**src/rtl/rc4_pkg.sv**
```systemverilog
// ============================================================================
//  Module   : rc4_pkg
//  Brief    : Shared types and constants for the RC4 init / KSA / PRGA stages.
//  Revision : 1.0
// ============================================================================
`default_nettype none

package rc4_pkg;

    localparam int S_SIZE      = 256;
    localparam int DEF_MSG_LEN = 32;

    typedef logic [7:0] byte_t;

    typedef enum logic [3:0] {
        IDLE   = 4'd0,
        ADDR_I = 4'd1,
        CAP_I  = 4'd2,
        ADDR_J = 4'd3,
        CAP_J  = 4'd4,
        WR_I   = 4'd5,
        WR_J   = 4'd6,
        ADDR_F = 4'd7,
        CAP_F  = 4'd8,
        WR_OUT = 4'd9,
        DONE   = 4'd10
    } prga_state_t;

endpackage

`default_nettype wire

```
**src/rtl/rc4_prga.sv**
```systemverilog
// ============================================================================
//  Module   : rc4_prga
//  Brief    : RC4 keystream generation over the shared S RAM, XOR-decrypting
//             the encrypted ROM into the decrypted-message RAM (9 cycles/byte).
//  Revision : 1.0
// ============================================================================
`default_nettype none

module rc4_prga
    import rc4_pkg::*;
#(
    parameter int MSG_LEN = DEF_MSG_LEN,
    parameter int K_W     = (MSG_LEN > 1) ? $clog2(MSG_LEN) : 1
) (
    input  logic           clk,
    input  logic           reset_n,
    input  logic           start,
    output logic           busy,
    output logic           done,
    output logic [7:0]     s_addr,
    output logic [7:0]     s_wdata,
    output logic           s_wren,
    input  logic [7:0]     s_rdata,
    output logic [K_W-1:0] rom_addr,
    input  logic [7:0]     rom_q,
    output logic [K_W-1:0] dec_addr,
    output logic [7:0]     dec_wdata,
    output logic           dec_wren
);

    localparam logic [K_W-1:0] K_LAST = K_W'((MSG_LEN - 1) % S_SIZE);

    prga_state_t    r_state;
    prga_state_t    w_next;

    byte_t          r_i;
    byte_t          r_j;
    byte_t          r_si;
    byte_t          r_sj;
    byte_t          r_f;
    byte_t          r_enc;
    logic [K_W-1:0] r_k;
    byte_t          w_f_addr;
    logic           w_last;

    assign w_f_addr = r_si + r_sj;
    assign w_last   = (r_k == K_LAST);

    always_ff @(posedge clk or negedge reset_n) begin
        if (!reset_n) begin
            r_state <= IDLE;
        end else begin
            r_state <= w_next;
        end
    end

    always_comb begin
        w_next    = r_state;
        busy      = 1'b1;
        done      = 1'b0;
        s_addr    = 8'd0;
        s_wdata   = 8'd0;
        s_wren    = 1'b0;
        rom_addr  = '0;
        dec_addr  = '0;
        dec_wdata = 8'd0;
        dec_wren  = 1'b0;
        case (r_state)
            IDLE: begin
                busy = 1'b0;
                if (start) w_next = ADDR_I;
            end
            ADDR_I: begin
                s_addr   = r_i;
                rom_addr = r_k;
                w_next   = CAP_I;
            end
            CAP_I:  w_next = ADDR_J;
            ADDR_J: begin
                s_addr = r_j;
                w_next = CAP_J;
            end
            CAP_J:  w_next = WR_I;
            // When i == j both writes target one address with one value.
            WR_I: begin
                s_addr  = r_i;
                s_wdata = r_sj;
                s_wren  = 1'b1;
                w_next  = WR_J;
            end
            WR_J: begin
                s_addr  = r_j;
                s_wdata = r_si;
                s_wren  = 1'b1;
                w_next  = ADDR_F;
            end
            ADDR_F: begin
                s_addr = w_f_addr;
                w_next = CAP_F;
            end
            CAP_F:  w_next = WR_OUT;
            WR_OUT: begin
                dec_addr  = r_k;
                dec_wdata = r_f ^ r_enc;
                dec_wren  = 1'b1;
                w_next    = w_last ? DONE : ADDR_I;
            end
            DONE: begin
                busy = 1'b0;
                done = 1'b1;
                if (start) w_next = ADDR_I;
            end
            default: begin
                busy   = 1'b0;
                w_next = IDLE;
            end
        endcase
    end

    always_ff @(posedge clk or negedge reset_n) begin
        if (!reset_n) begin
            r_i   <= 8'd0;
            r_j   <= 8'd0;
            r_k   <= '0;
            r_si  <= 8'd0;
            r_sj  <= 8'd0;
            r_f   <= 8'd0;
            r_enc <= 8'd0;
        end else begin
            case (r_state)
                IDLE, DONE: begin
                    if (start) begin
                        r_i <= 8'd1;
                        r_j <= 8'd0;
                        r_k <= '0;
                    end
                end
                CAP_I: begin
                    r_si  <= s_rdata;
                    r_enc <= rom_q;
                    r_j   <= r_j + s_rdata;
                end
                CAP_J:  r_sj <= s_rdata;
                CAP_F:  r_f  <= s_rdata;
                WR_OUT: begin
                    if (!w_last) begin
                        r_k <= r_k + K_W'(1);
                        r_i <= r_i + 8'd1;
                    end
                end
                default: ;
            endcase
        end
    end

endmodule

`default_nettype wire

```
**config.mk**
```make
export PLATFORM = sky130hd
export DESIGN_NAME = rc4_prga
export DESIGN_NICKNAME = d
export VERILOG_FILES = /design/src/rtl/rc4_pkg.sv /design/src/rtl/rc4_prga.sv
export SDC_FILE = /design/constraint.sdc
export NUM_CORES = 1
export LEC_CHECK = 0
export BUFFER_PORTS_ARGS = -buffer_cell sky130_fd_sc_hd__buf_4
export CAP_MARGIN = 0
export CELL_PAD_IN_SITES_DETAIL_PLACEMENT = 0
export CELL_PAD_IN_SITES_GLOBAL_PLACEMENT = 1
export CORE_ASPECT_RATIO = 1.2
export CORE_MARGIN = 2
export CORE_UTILIZATION = 40
export DETAILED_ROUTE_END_ITERATION = 10
export HOLD_SLACK_MARGIN = 0.05
export PLACE_DENSITY_LB_ADDON = 0.1
export SLEW_MARGIN = 15
export SYNTH_ARGS = -nofsm -noshare
export SYNTH_HDL_FRONTEND = slang
export SYNTH_SLANG_ARGS = --single-unit
```
**constraint.sdc**
```tcl
create_clock -name clk -period 2.3 [get_ports clk]
set_input_delay 0.115 -clock clk [delete_from_list [all_inputs] [get_ports clk]]
set_output_delay 0.115 -clock clk [all_outputs]
set_load 0.005 [all_outputs]
```
==> out/metrics.csv <==
stage,metric,value,unit
drt,met3 wire len,355,um
drt,Iter 0 DRT Violations,106,
logic_synthesis,most frequent cell after synthesis,nand2_1,
pwr,Gate power share,0.219,
timing,crit share post-route,1.02,
status,status,"finished, violations left",
global_route,GRT Overall Usage,0.207,
logic_synthesis,synthesized instance count,369,
worst_setup_path,CP Capture Type,primary output,
drt,antenna-violating nets left,0,
floorplanning,Die Y,105,um
floorplanning,CORE AREA,8470,um2
timing,"Hold Vio Cnt, Final",0,
logic_synthesis,"Cell Area, Synth",3430,um2
place,DP HPWL,6450,um
pwr,Cell Int Power,1.97,mW
drt,DRC viols,0,
logic_synthesis,sequential area share after synthesis,0.416,
pwr,overall power,2.81,mW
clock_network,CTS Buf Count,9,
logic_synthesis,Post-synth top cells,"61 x nand2_1, 57 x dfrtp_1, 37 x nor2_1",
pwr,Psw,839,uW
worst_setup_path,crit path max fanout,3,
place,RePlAce Congestion,0.852,
drt,via count,2922,
pwr,clock power share,0.353,
drt,TritonRoute pass-1 iters,4,
pwr,Power Density,623,nW/um2
finish,layout cells sized above 1,0.267,
drt,post-DR wirelength/cell,15.6,um
clock_network,Clock H-tree levels,3,
logic_synthesis,top cell type's share of synthesized area,0.416,
logic_synthesis,"Distinct cells, synth",46,
clock_network,CTS clock-pin slew for the worst setup and hold paths,0.07,ns
logic_synthesis,Post-synth EDFFs,0,
global_route,number of global-route vias before repair,2892,
worst_setup_path,origin of the critical flop-to-flop path,r_k[0],
finish,area grow syn2layout,31.7,%
logic_synthesis,Synth area leaders,"dfrtp_1 42%, nand2_1 6.7%, ha_1 6.2%",
drt,top routing layer in use,met4,
worst_hold_path,Worst Hold End,r_state[3],
worst_setup_path,CP required,2.18,ns
pwr,Leak Pwr,2.14,nW
place,Place WS,0.148,ns
pwr,Peak VDD IR,0.425,mV
timing,hold slack,0.0880,ns
floorplanning,Core Rows,37,
worst_setup_path,Crit Path Category,reg2out,
pwr,switch share,0.298,
worst_setup_path,worst r2r dst,r_i[7],
worst_setup_path,worst-case reg-to-reg path depth,10,
timing,final setup violation count,2,
timing,Tmin final,2.35,ns
logic_synthesis,"area leader, netlist",dfrtp_1,
job,max-cap viol count,0,
global_route,initial antenna violation count,0,
logic_synthesis,mean area per synthesized cell,9.29,um2
timing,Final Worst Setup Slack,-0.0472,ns
drt,DR WL met2,4510,um
logic_synthesis,Mapped Nets,407,
logic_synthesis,ys async rst share,1.00,
finish,nets,497,
logic_synthesis,top_reg_cell synth,dfrtp_1,
logic_synthesis,#FFs+latches synth,57,
timing,worst relative slew slack,0.496,
worst_hold_path,Min-Delay Path Class,in2reg,
worst_setup_path,critical path data arrival time,2.23,ns
floorplanning,Die Wd,88.5,um
pwr,sequential power share,0.428,
clock_network,root buffer cell,clkbuf_8,
floorplanning,initial core utilization,0.405,
timing,Max Freq,426,MHz
timing,RSZ-0062 raised after global routing,true,
worst_setup_path,startpoint types,flip-flop,
drt,DR vias/cell,5.03,
global_route,GRT overflow,0,
clock_network,TritonCTS clock tree,done,
drt,routed wire length,9070,um
floorplanning,IO Pins,57,
clock_network,CTS Sinks,57,
worst_hold_path,worst hold path depth,4,
timing,fin. max-slew vios,0,
clock_network,clock latency on the worst-skew pair,0.35,ns
drt,Post-Route M1 WL,4080,um
timing,final clock skew,0.00647,ns
clock_network,CTS max path bufs,2,
worst_setup_path,reg2reg setup slack,0.16,ns
global_route,pin count of the biggest net entering global routing,58,
finish,ANT cells,0,
timing,Worst-Margin Slew,0.756,ns
logic_synthesis,Ys Warns,0,
status,failing checks,setup timing,
place,Port Buffers,56,
worst_hold_path,HP Start,start,
floorplanning,Die ar.,9330,um2
global_route,first-pass GRT wire length,14500,um
[state kept, by name, indices dropped and copies added (netlist names)]
signal and flops:
r_state 4, r_j 8, r_f 8, r_si 8, r_i 8, r_enc 8, r_k 5, r_sj 8
[power groups by stage]
stage               sequential [mW]  clock (mW)  combinational, mW
global placement               1.22           0              0.559
global route                   1.22        1.06              0.701
CTS                            1.20        1.01              0.606
finish                         1.20       0.992              0.617
floorplan                      1.18           0              0.443
detailed placement             1.22           0              0.568
[layout make-up]
class	instances	area (um2)
Multi-Input combinational cell	287	1940
Clock inverter	4	51.3
Inverter	9	33.8
Fill cell	814	3960
Timing Repair Buffer	95	756
Sequential cell	57	1430
Clock buffer	12	155
Tap cell	117	146
[worst max-delay path by stage]
stage / slack, ns / to / from / cells past startpoint
floorplan: 0.21 / r_i[5] / r_k[0] / 9
global placement: 0.18 / s_addr[6] / r_si[0] / 10
detailed placement: 0.15 / s_addr[6] / r_si[0] / 10
CTS: -0.002 / s_addr[6] / r_si[0] / 10
global route: -0.20 / s_addr[6] / r_sj[2] / 8
finish: -0.05 / s_addr[6] / r_sj[2] / 8
[critical path: stages, from the launching register on]
cell and delay (ns):
dfrtp_1 0.40, ha_1 0.35, nor2b_2 0.17, o21ai_1 0.11
nand2b_1 0.15, a2111oi_4 0.32, a31oi_1 0.07, o21ai_1 0.16
buf_4 0.14
[per-layer routing]
layer,up-vias,GRT usage
met5,-,0
met3,10,0.0431
met2,61,0.343
met1,1387,0.264
li1,1464,-
met4,0,0.0714
[layout by cell type, fill, tap and decap left out, drive strengths merged, types with 7 or more instances in the layout]
master / n
inv: 9
nor2: 37
a21o: 8
a21oi: 10
nand2b: 7
xnor2: 15
mux2: 16
xor2: 10
a22oi: 14
nand4: 7
nand2: 61
clkbuf: 12
o21ai: 19
dfrtp: 57
ha: 17
buf: 78
dlygate4sd3: 17
and2: 11
[cell families after synthesis]
| group | after synthesis | synth area share |
|---|---|---|
| buffers and inverters | 25 | 0.0299 |
| muxes | 21 | 0.0672 |
| adders and majority gates | 19 | 0.0737 |
| xor gates and xnor gates | 25 | 0.0639 |
| and+or+nand+nor | 150 | 0.207 |
| DFF | 57 | 0.416 |
| AOI/OAI and AO/OA | 72 | 0.142 |
[metrics by stage]
step                utilization  cell area [um2]  cells  setup TNS [ns]
floorplan                     -             3430    369               0
global placement          0.479             4060    543               0
detailed placement        0.479             4060    543               0
CTS                       0.527             4470    579        -0.00202
global route              0.533             4510    581          -0.446
finish                    0.533             4510    581         -0.0856
[timing repair]
action | 4_1_cts | 5_1_grt
buffers inserted | 3 | 2
endpoints found under the setup margin | 4 | 5
endpoints found under the hold margin | 81 | 0
gates resized for setup | 7 | 7
hold buffers | 17 | 0
pin swaps | 4 | 3
gates cloned | 0 | 0
No activity file was read; power rests on OpenSTA's default activity.
